## config.mk

```make
export PLATFORM = sky130hd
export DESIGN_NAME = reg_dump
export DESIGN_NICKNAME = d
export VERILOG_FILES = /design/src/rtl/reg_dump.sv
export SDC_FILE = /design/constraint.sdc
export NUM_CORES = 1
export LEC_CHECK = 0
export BUFFER_PORTS_ARGS = -buffer_cell sky130_fd_sc_hd__buf_4
export CELL_PAD_IN_SITES_DETAIL_PLACEMENT = 0
export CELL_PAD_IN_SITES_GLOBAL_PLACEMENT = 2
export CORE_ASPECT_RATIO = 0.75
export CORE_MARGIN = 3
export CORE_UTILIZATION = 26
export DETAILED_ROUTE_END_ITERATION = 7
export PLACE_DENSITY = 0.85
export SLEW_MARGIN = 10
export SYNTH_ARGS = -nofsm -noshare
export SYNTH_HDL_FRONTEND = slang
export SYNTH_SLANG_ARGS = --single-unit
```

## constraint.sdc

```tcl
create_clock -name clk -period 1.9 [get_ports clk]
set_input_delay 0.285 -clock clk [delete_from_list [all_inputs] [get_ports clk]]
set_output_delay 0.285 -clock clk [all_outputs]
set_load 0.01 [all_outputs]
```

## src/rtl/reg_dump.sv

```systemverilog
// reg_dump: walks a register file from FIRST_REG to LAST_REG and streams each
// captured value out over a valid/ready handshake.
//
// Parameters:
//   FIRST_REG  lowest register index dumped  (default 0)
//   LAST_REG   highest register index dumped (default 31), FIRST_REG <= LAST_REG <= 31
//
// Ports:
//   clk        sole clock, rising edge
//   rst_n      asynchronous active-low reset
//   start      one-cycle dump request, only honoured while idle
//   busy       high whenever the block is not idle
//   done       one-cycle pulse when the dump has finished
//   rd_addr    register-file read address (combinational read port)
//   rd_data    register-file read data for rd_addr, same cycle
//   out_valid  out_data/out_idx/out_last are valid
//   out_ready  consumer accepts the current word
//   out_data   captured register value (or checksum)
//   out_idx    register index of out_data
//   out_last   final word of the dump
//
// Optional feature, macro REG_DUMP_CHKSUM_EN: after the last register word, one
// extra word carrying the XOR of all dumped words (out_idx 0, out_last 1).

module reg_dump #(
  parameter int unsigned FIRST_REG = 0,
  parameter int unsigned LAST_REG  = 31
) (
  input  logic        clk,
  input  logic        rst_n,
  input  logic        start,
  output logic        busy,
  output logic        done,
  output logic [4:0]  rd_addr,
  input  logic [31:0] rd_data,
  output logic        out_valid,
  input  logic        out_ready,
  output logic [31:0] out_data,
  output logic [4:0]  out_idx,
  output logic        out_last
);

  if (!((FIRST_REG <= LAST_REG) && (LAST_REG <= 31))) begin : g_bad_params
    $error("reg_dump: illegal FIRST_REG/LAST_REG combination");
  end

  localparam logic [4:0] FirstIdx = 5'(FIRST_REG);
  localparam logic [4:0] LastIdx  = 5'(LAST_REG);

  localparam logic [2:0] StIdle = 3'd0;
  localparam logic [2:0] StRead = 3'd1;
  localparam logic [2:0] StSend = 3'd2;
  localparam logic [2:0] StDone = 3'd3;
`ifdef REG_DUMP_CHKSUM_EN
  localparam logic [2:0] StChk  = 3'd4;
`endif

  logic [2:0]  state_q, state_d;
  logic [4:0]  idx_q, idx_d;
  logic [31:0] data_q, data_d;
  logic [4:0]  oidx_q, oidx_d;
  logic        last_q, last_d;
`ifdef REG_DUMP_CHKSUM_EN
  logic [31:0] chk_q, chk_d;
`endif

  logic at_last;
  assign at_last = (idx_q == LastIdx);

  always_comb begin
    state_d = state_q;
    idx_d   = idx_q;
    data_d  = data_q;
    oidx_d  = oidx_q;
    last_d  = last_q;
`ifdef REG_DUMP_CHKSUM_EN
    chk_d   = chk_q;
`endif

    case (state_q)
      StIdle: begin
        idx_d = FirstIdx;
        if (start) begin
          state_d = StRead;
`ifdef REG_DUMP_CHKSUM_EN
          chk_d   = '0;
`endif
        end
      end

      StRead: begin
        // Snapshot: the word is held in data_q, so later register writes
        // cannot disturb a word that is waiting for the consumer.
        data_d  = rd_data;
        oidx_d  = idx_q;
`ifdef REG_DUMP_CHKSUM_EN
        last_d  = 1'b0;
        chk_d   = chk_q ^ rd_data;
`else
        last_d  = at_last;
`endif
        state_d = StSend;
      end

      StSend: begin
        if (out_ready) begin
          if (at_last) begin
`ifdef REG_DUMP_CHKSUM_EN
            // Reuse the output registers for the checksum word so the
            // outputs stay purely registered.
            data_d  = chk_q;
            oidx_d  = '0;
            last_d  = 1'b1;
            state_d = StChk;
`else
            state_d = StDone;
`endif
          end else begin
            idx_d   = idx_q + 5'd1;
            state_d = StRead;
          end
        end
      end

`ifdef REG_DUMP_CHKSUM_EN
      StChk: begin
        if (out_ready) begin
          state_d = StDone;
        end
      end
`endif

      StDone: begin
        state_d = StIdle;
      end

      default: begin
        state_d = StIdle;
      end
    endcase
  end

  always_ff @(posedge clk or negedge rst_n) begin
    if (!rst_n) begin
      state_q <= StIdle;
      idx_q   <= FirstIdx;
      data_q  <= '0;
      oidx_q  <= '0;
      last_q  <= 1'b0;
`ifdef REG_DUMP_CHKSUM_EN
      chk_q   <= '0;
`endif
    end else begin
      state_q <= state_d;
      idx_q   <= idx_d;
      data_q  <= data_d;
      oidx_q  <= oidx_d;
      last_q  <= last_d;
`ifdef REG_DUMP_CHKSUM_EN
      chk_q   <= chk_d;
`endif
    end
  end

  always_comb begin
    busy = (state_q != StIdle);
    done = (state_q == StDone);
`ifdef REG_DUMP_CHKSUM_EN
    out_valid = (state_q == StSend) || (state_q == StChk);
`else
    out_valid = (state_q == StSend);
`endif
    rd_addr  = (state_q == StRead) ? idx_q : FirstIdx;
    out_data = data_q;
    out_idx  = oidx_q;
    // last_q lingers after the dump; only meaningful alongside a valid word.
    out_last = last_q && out_valid;
  end

endmodule
```

[Yosys cells after proc, flatten, opt, wreduce, memory -nomap -nowiden]
Index checks and enable logic that the tools add are counted.
Word-level totals
  register bits after elaboration: 46
  input bits: 36
  output and inout port bits: 46
  word-level logic and storage cells: 27
Operators by class
  add/subtract/negate cells: 1
  equality and inequality tests: 7
  muxes and demuxes: 8
  reductions and logical operators: 6
Operator list (count)
  two-way mux 5 bit: 3
  case mux 5 bit (2 select lines): 1
  case mux 3 bit (3 select lines): 1
  == test 3 x 2 -> 1 bit, second input constant: 2
  two-way mux 3 bit: 2
  adder 5 x 1 -> 5 bit, second input constant: 1
  == test 5 bit, second input constant: 1
  != test 2 bit, second input constant: 2
  == test 3 x 1 -> 1 bit, second input constant: 1
  logical NOT 3 bit: 1
  AND reduction 3 bit: 1
  nonzero test 3 bit: 1
  two-way mux 2 bit: 1
  != test 2 x 1 -> 1 bit, second input constant: 1
  AND reduction 2 bit: 1
  nonzero test 2 bit: 1
  logical AND 1 bit: 1

[Longest topological paths before layout]
  depth in word-level cells: 4
  depth in mapped cells: 6
  mapped depth without buffers: 6

[Least setup slack after synthesis]
Ideal clock, no wire load.
  path type: register -> register
  start point: reg idx_q[0]
  end point: reg idx_q[3]
  setup time: 129 ps
  arrival: 1630 ps
  required time: 1771 ps
  path slack: 141 ps
  cell stages (with the launch flop): 7
  path buffers: 0
  period minus slack after synthesis: 1759 ps
  cell sequence: dfrtp_1 -> ha_1 -> and3_1 -> ha_1 -> or3b_1 -> o211ai_1 -> o31ai_1
Between the ends
  elaborated cells between the ends (all ways): 7
  classes of those cells: add/sub: 1; eq/ne: 2; mux: 3; reduce/logical: 1
RTL lines
  start, declared: RTL line 59  | logic [4:0] idx_q, idx_d;
  start signal, assigned: RTL line 146  | idx_q <= FirstIdx;
  start signal, assigned: RTL line 155  | idx_q <= idx_d;
  == test 5 bit: RTL line 68  | assign at_last = (idx_q == LastIdx);
  via at_last: RTL line 67  | logic at_last;
  != test 2 bit (no line)
  AND reduction 3 bit (no line)
The timed path passes the listed nets, and every way through them passes these cells. The select of a mux whose other input is x is not followed.
A chain may end at the register's enable or synchronous reset.

[Worst setup path after layout]
Same ends and word-level chain as after synthesis.

==> results_dict.tcl <==
set metrics [dict create \
    rr_startpoint "idx_q[0]" \
    hp-class "input port to async pin" \
    vdd_drop_max_uv 547 \
    wire_per_inst_um 13.0 \
    die_x_um 103 \
    synthArstFlopShare_pct 100 \
    ys.flop_type "dfrtp_1" \
    grt_antenna_before_repair 0 \
    dr.first_iter.drc_count 35 \
    slew_violations 0 \
    grt_overflow 0 \
    grtUsageMet2_pct 17.0 \
    met1_usage_pct 16.3 \
    antenna_left 0 \
    vias 1583 \
    fp-row-count 25 \
    place_congestion 0.717 \
    nets 317 \
    grt_pass1_vias 1635 \
    synth-edff-count 0 \
    tritoncts "done" \
    fmax_mhz 570 \
    clkTransAtPathRegs_ns 0.09 \
    cpPeakStageDelay_ns 0.38 \
    cts_buffers 5 \
    reg2reg_slack_ns 0.15 \
    firstDrtPassIters 4 \
    clock_skew_ns 0.00981 \
    crit_required_ns 2.07 \
    boundaryPins 82 \
    rsz0062_at_grt "no" \
    yosysWarningCount 0 \
    use_met3_pct 5.44 \
    maxCapViolations 0 \
    routed_via_density 4.39 \
    post-route-period-util_pct 92.4 \
    endpoint_kind "register" \
    syn_avg_cell_area_um2 9.44 \
    synth.area.top_cells "dfrtp_1, nand2_1, a22o_1" \
    io_buffer_count 81 \
    post_cts_buffers 0 \
    p_per_area_nw_per_um2 1450 \
    crit_fanout 6 \
    cp.arrival_ns 1.93 \
    final-hold-violation-count 13 \
    dieArea_um2 8130 \
    syn_inst 195 \
    routed_wl_mm 4.69 \
    crit_path_start "idx_q[0]" \
    critPathLaunchType "register" \
    grt_usage_pct 11.9 \
    top_usage_layer "met2" \
    drive_gt1_share_pct 35.4 \
    drc 0 \
    critical_path_class "register to register" \
    cts_max_level 2 \
    numClockSinks 45 \
    grt_pass1_wl_mm 7.68 \
    fin_setup_tns_ns 0 \
    clockBufferDepth 2 \
    slowest_stage "dfrtp_1" \
    netlist.area_leader.share_pct 61.2 \
    core_area_um2 6570 \
    synth.net_count 233 \
    clock_latency_ns 0.30 \
    ys_ff_latch 45 \
    syn2layout_area_growth_pct 43.2 \
    r2r.worst_path.cells 6 \
    yosysMostFrequentCell "nand2_1" \
    hold_buffers 0 \
    cts-root-buf "clkbuf_8" \
    ys_seq_area_share_pct 61.2 \
    relSlewSlack_pct 60.7 \
    worstPathCellList "ha_1 > and3_1 > ha_2 > or3b_1 > o211ai_1 > o31ai_1" \
    diodes 0 \
    syn_area_um2 1840 \
    worstMarginPinSlew_ns 0.589 \
    leakage_nw 1.50 \
    hold_ws_ns -0.0213 \
    post-dp-hpwl_mm 3.28 \
    grt_max_degree 46 \
    setup-violations-final 0 \
    post-route-min-period_ns 1.75 \
    status "complete, but fails checks" \
    yosys-top-cells-count "nand2_1, dfrtp_1, and2_1, buf_2" \
    failed_checks "hold timing" \
    synth_cell_types 22 \
    initial_core_util_pct 28.0 \
    synth_area_leader_cell "dfrtp_1" \
    die_h_um 78.9 \
]
## cells by family after synthesis
logic type | Yosys count | synth area share [%]
buffers and inverters | 10 | 2.72
multiplexers | 3 | 1.63
AO/OA/AOI/OAI | 13 | 5.51
AND/OR/NAND/NOR | 122 | 27.6
adder cells (fa/ha/maj) | 2 | 1.36
flip-flops | 45 | 61.2
## final timing paths
kind	end
worst max-delay path	idx_q[3]
worst min-delay path	out_data[15]
worst max register to register	idx_q[3]
worst min register to register	out_data[13]
max in group asynchronous	state_q[0]
min in group clk	out_data[19]
## what timing repair did
item / 4_1_cts / 5_1_grt
hold endpoints to repair: 0 / 0
setup endpoints to repair: 0 / 8
resized for setup: 0 / 3
## per-layer routing
metal / up-vias / part of all wire, % / wire length, um
met5: - / 0 / 0
li1: 777 / - / -
met1: 740 / 48 / 2240
met2: 61 / 41 / 1920
met3: 5 / 11 / 494
met4: 0 / 0.70 / 33
## critical path: cells and delay by family, from the launching register on
kind | cells | cell delay [ns]
and+or+nand+nor | 2 | 0.56
adders and majority gates | 2 | 0.43
DFF | 1 | 0.38
AOI/OAI and AO/OA | 2 | 0.27
## stage by stage
stage | worst slack (ns) | instance area, um^2 | utilization, % | cells | power [mW]
3_5_place_dp | 0.101 | 2550 | 38.8 | 353 | 3.31
2_1_floorplan | 0.141 | 1840 | - | 195 | 2.40
3_3_place_gp | 0.126 | 2550 | 38.8 | 353 | 3.28
6_report | 0.145 | 2640 | 40.1 | 361 | 3.83
5_1_grt | 0.0121 | 2640 | 40.1 | 361 | 4.17
4_1_cts | 0.0695 | 2630 | 40.0 | 361 | 3.90
## registers in the layout, summed over array words and instances (netlist names)
register  count
out_idx       5
out_data     32
last_q        1
state_q       2
idx_q         5
## power by group
group	leakage, nW	internal [mW]	switching (mW)
Combinational	0.880	0.811	0.855
Sequential	0.570	1.34	0.243
Clock	0.0450	0.256	0.323
Total	1.50	2.41	1.42
## final cells by class
type                       instances  area, um^2
clock buffer                       6        72.6
clock inverter                     2        10.0
fill                             688        3930
multi-input combinational        140         672
sequential                        45        1130
tap                               81         101
timing repair buffer              87         653
## placed cells by master, fill, tap and decap left out, types with 2 or more instances in the layout
cell	n
and2_1	7
dfrtp_1	44
buf_4	87
a21o_1	5
mux2i_1	3
nand2_1	102
nand2b_1	2
a22o_1	5
nor2b_2	2
nand3_1	2
clkinv_2	2
clkbuf_8	5
Power figures use the tool's default switching activity.
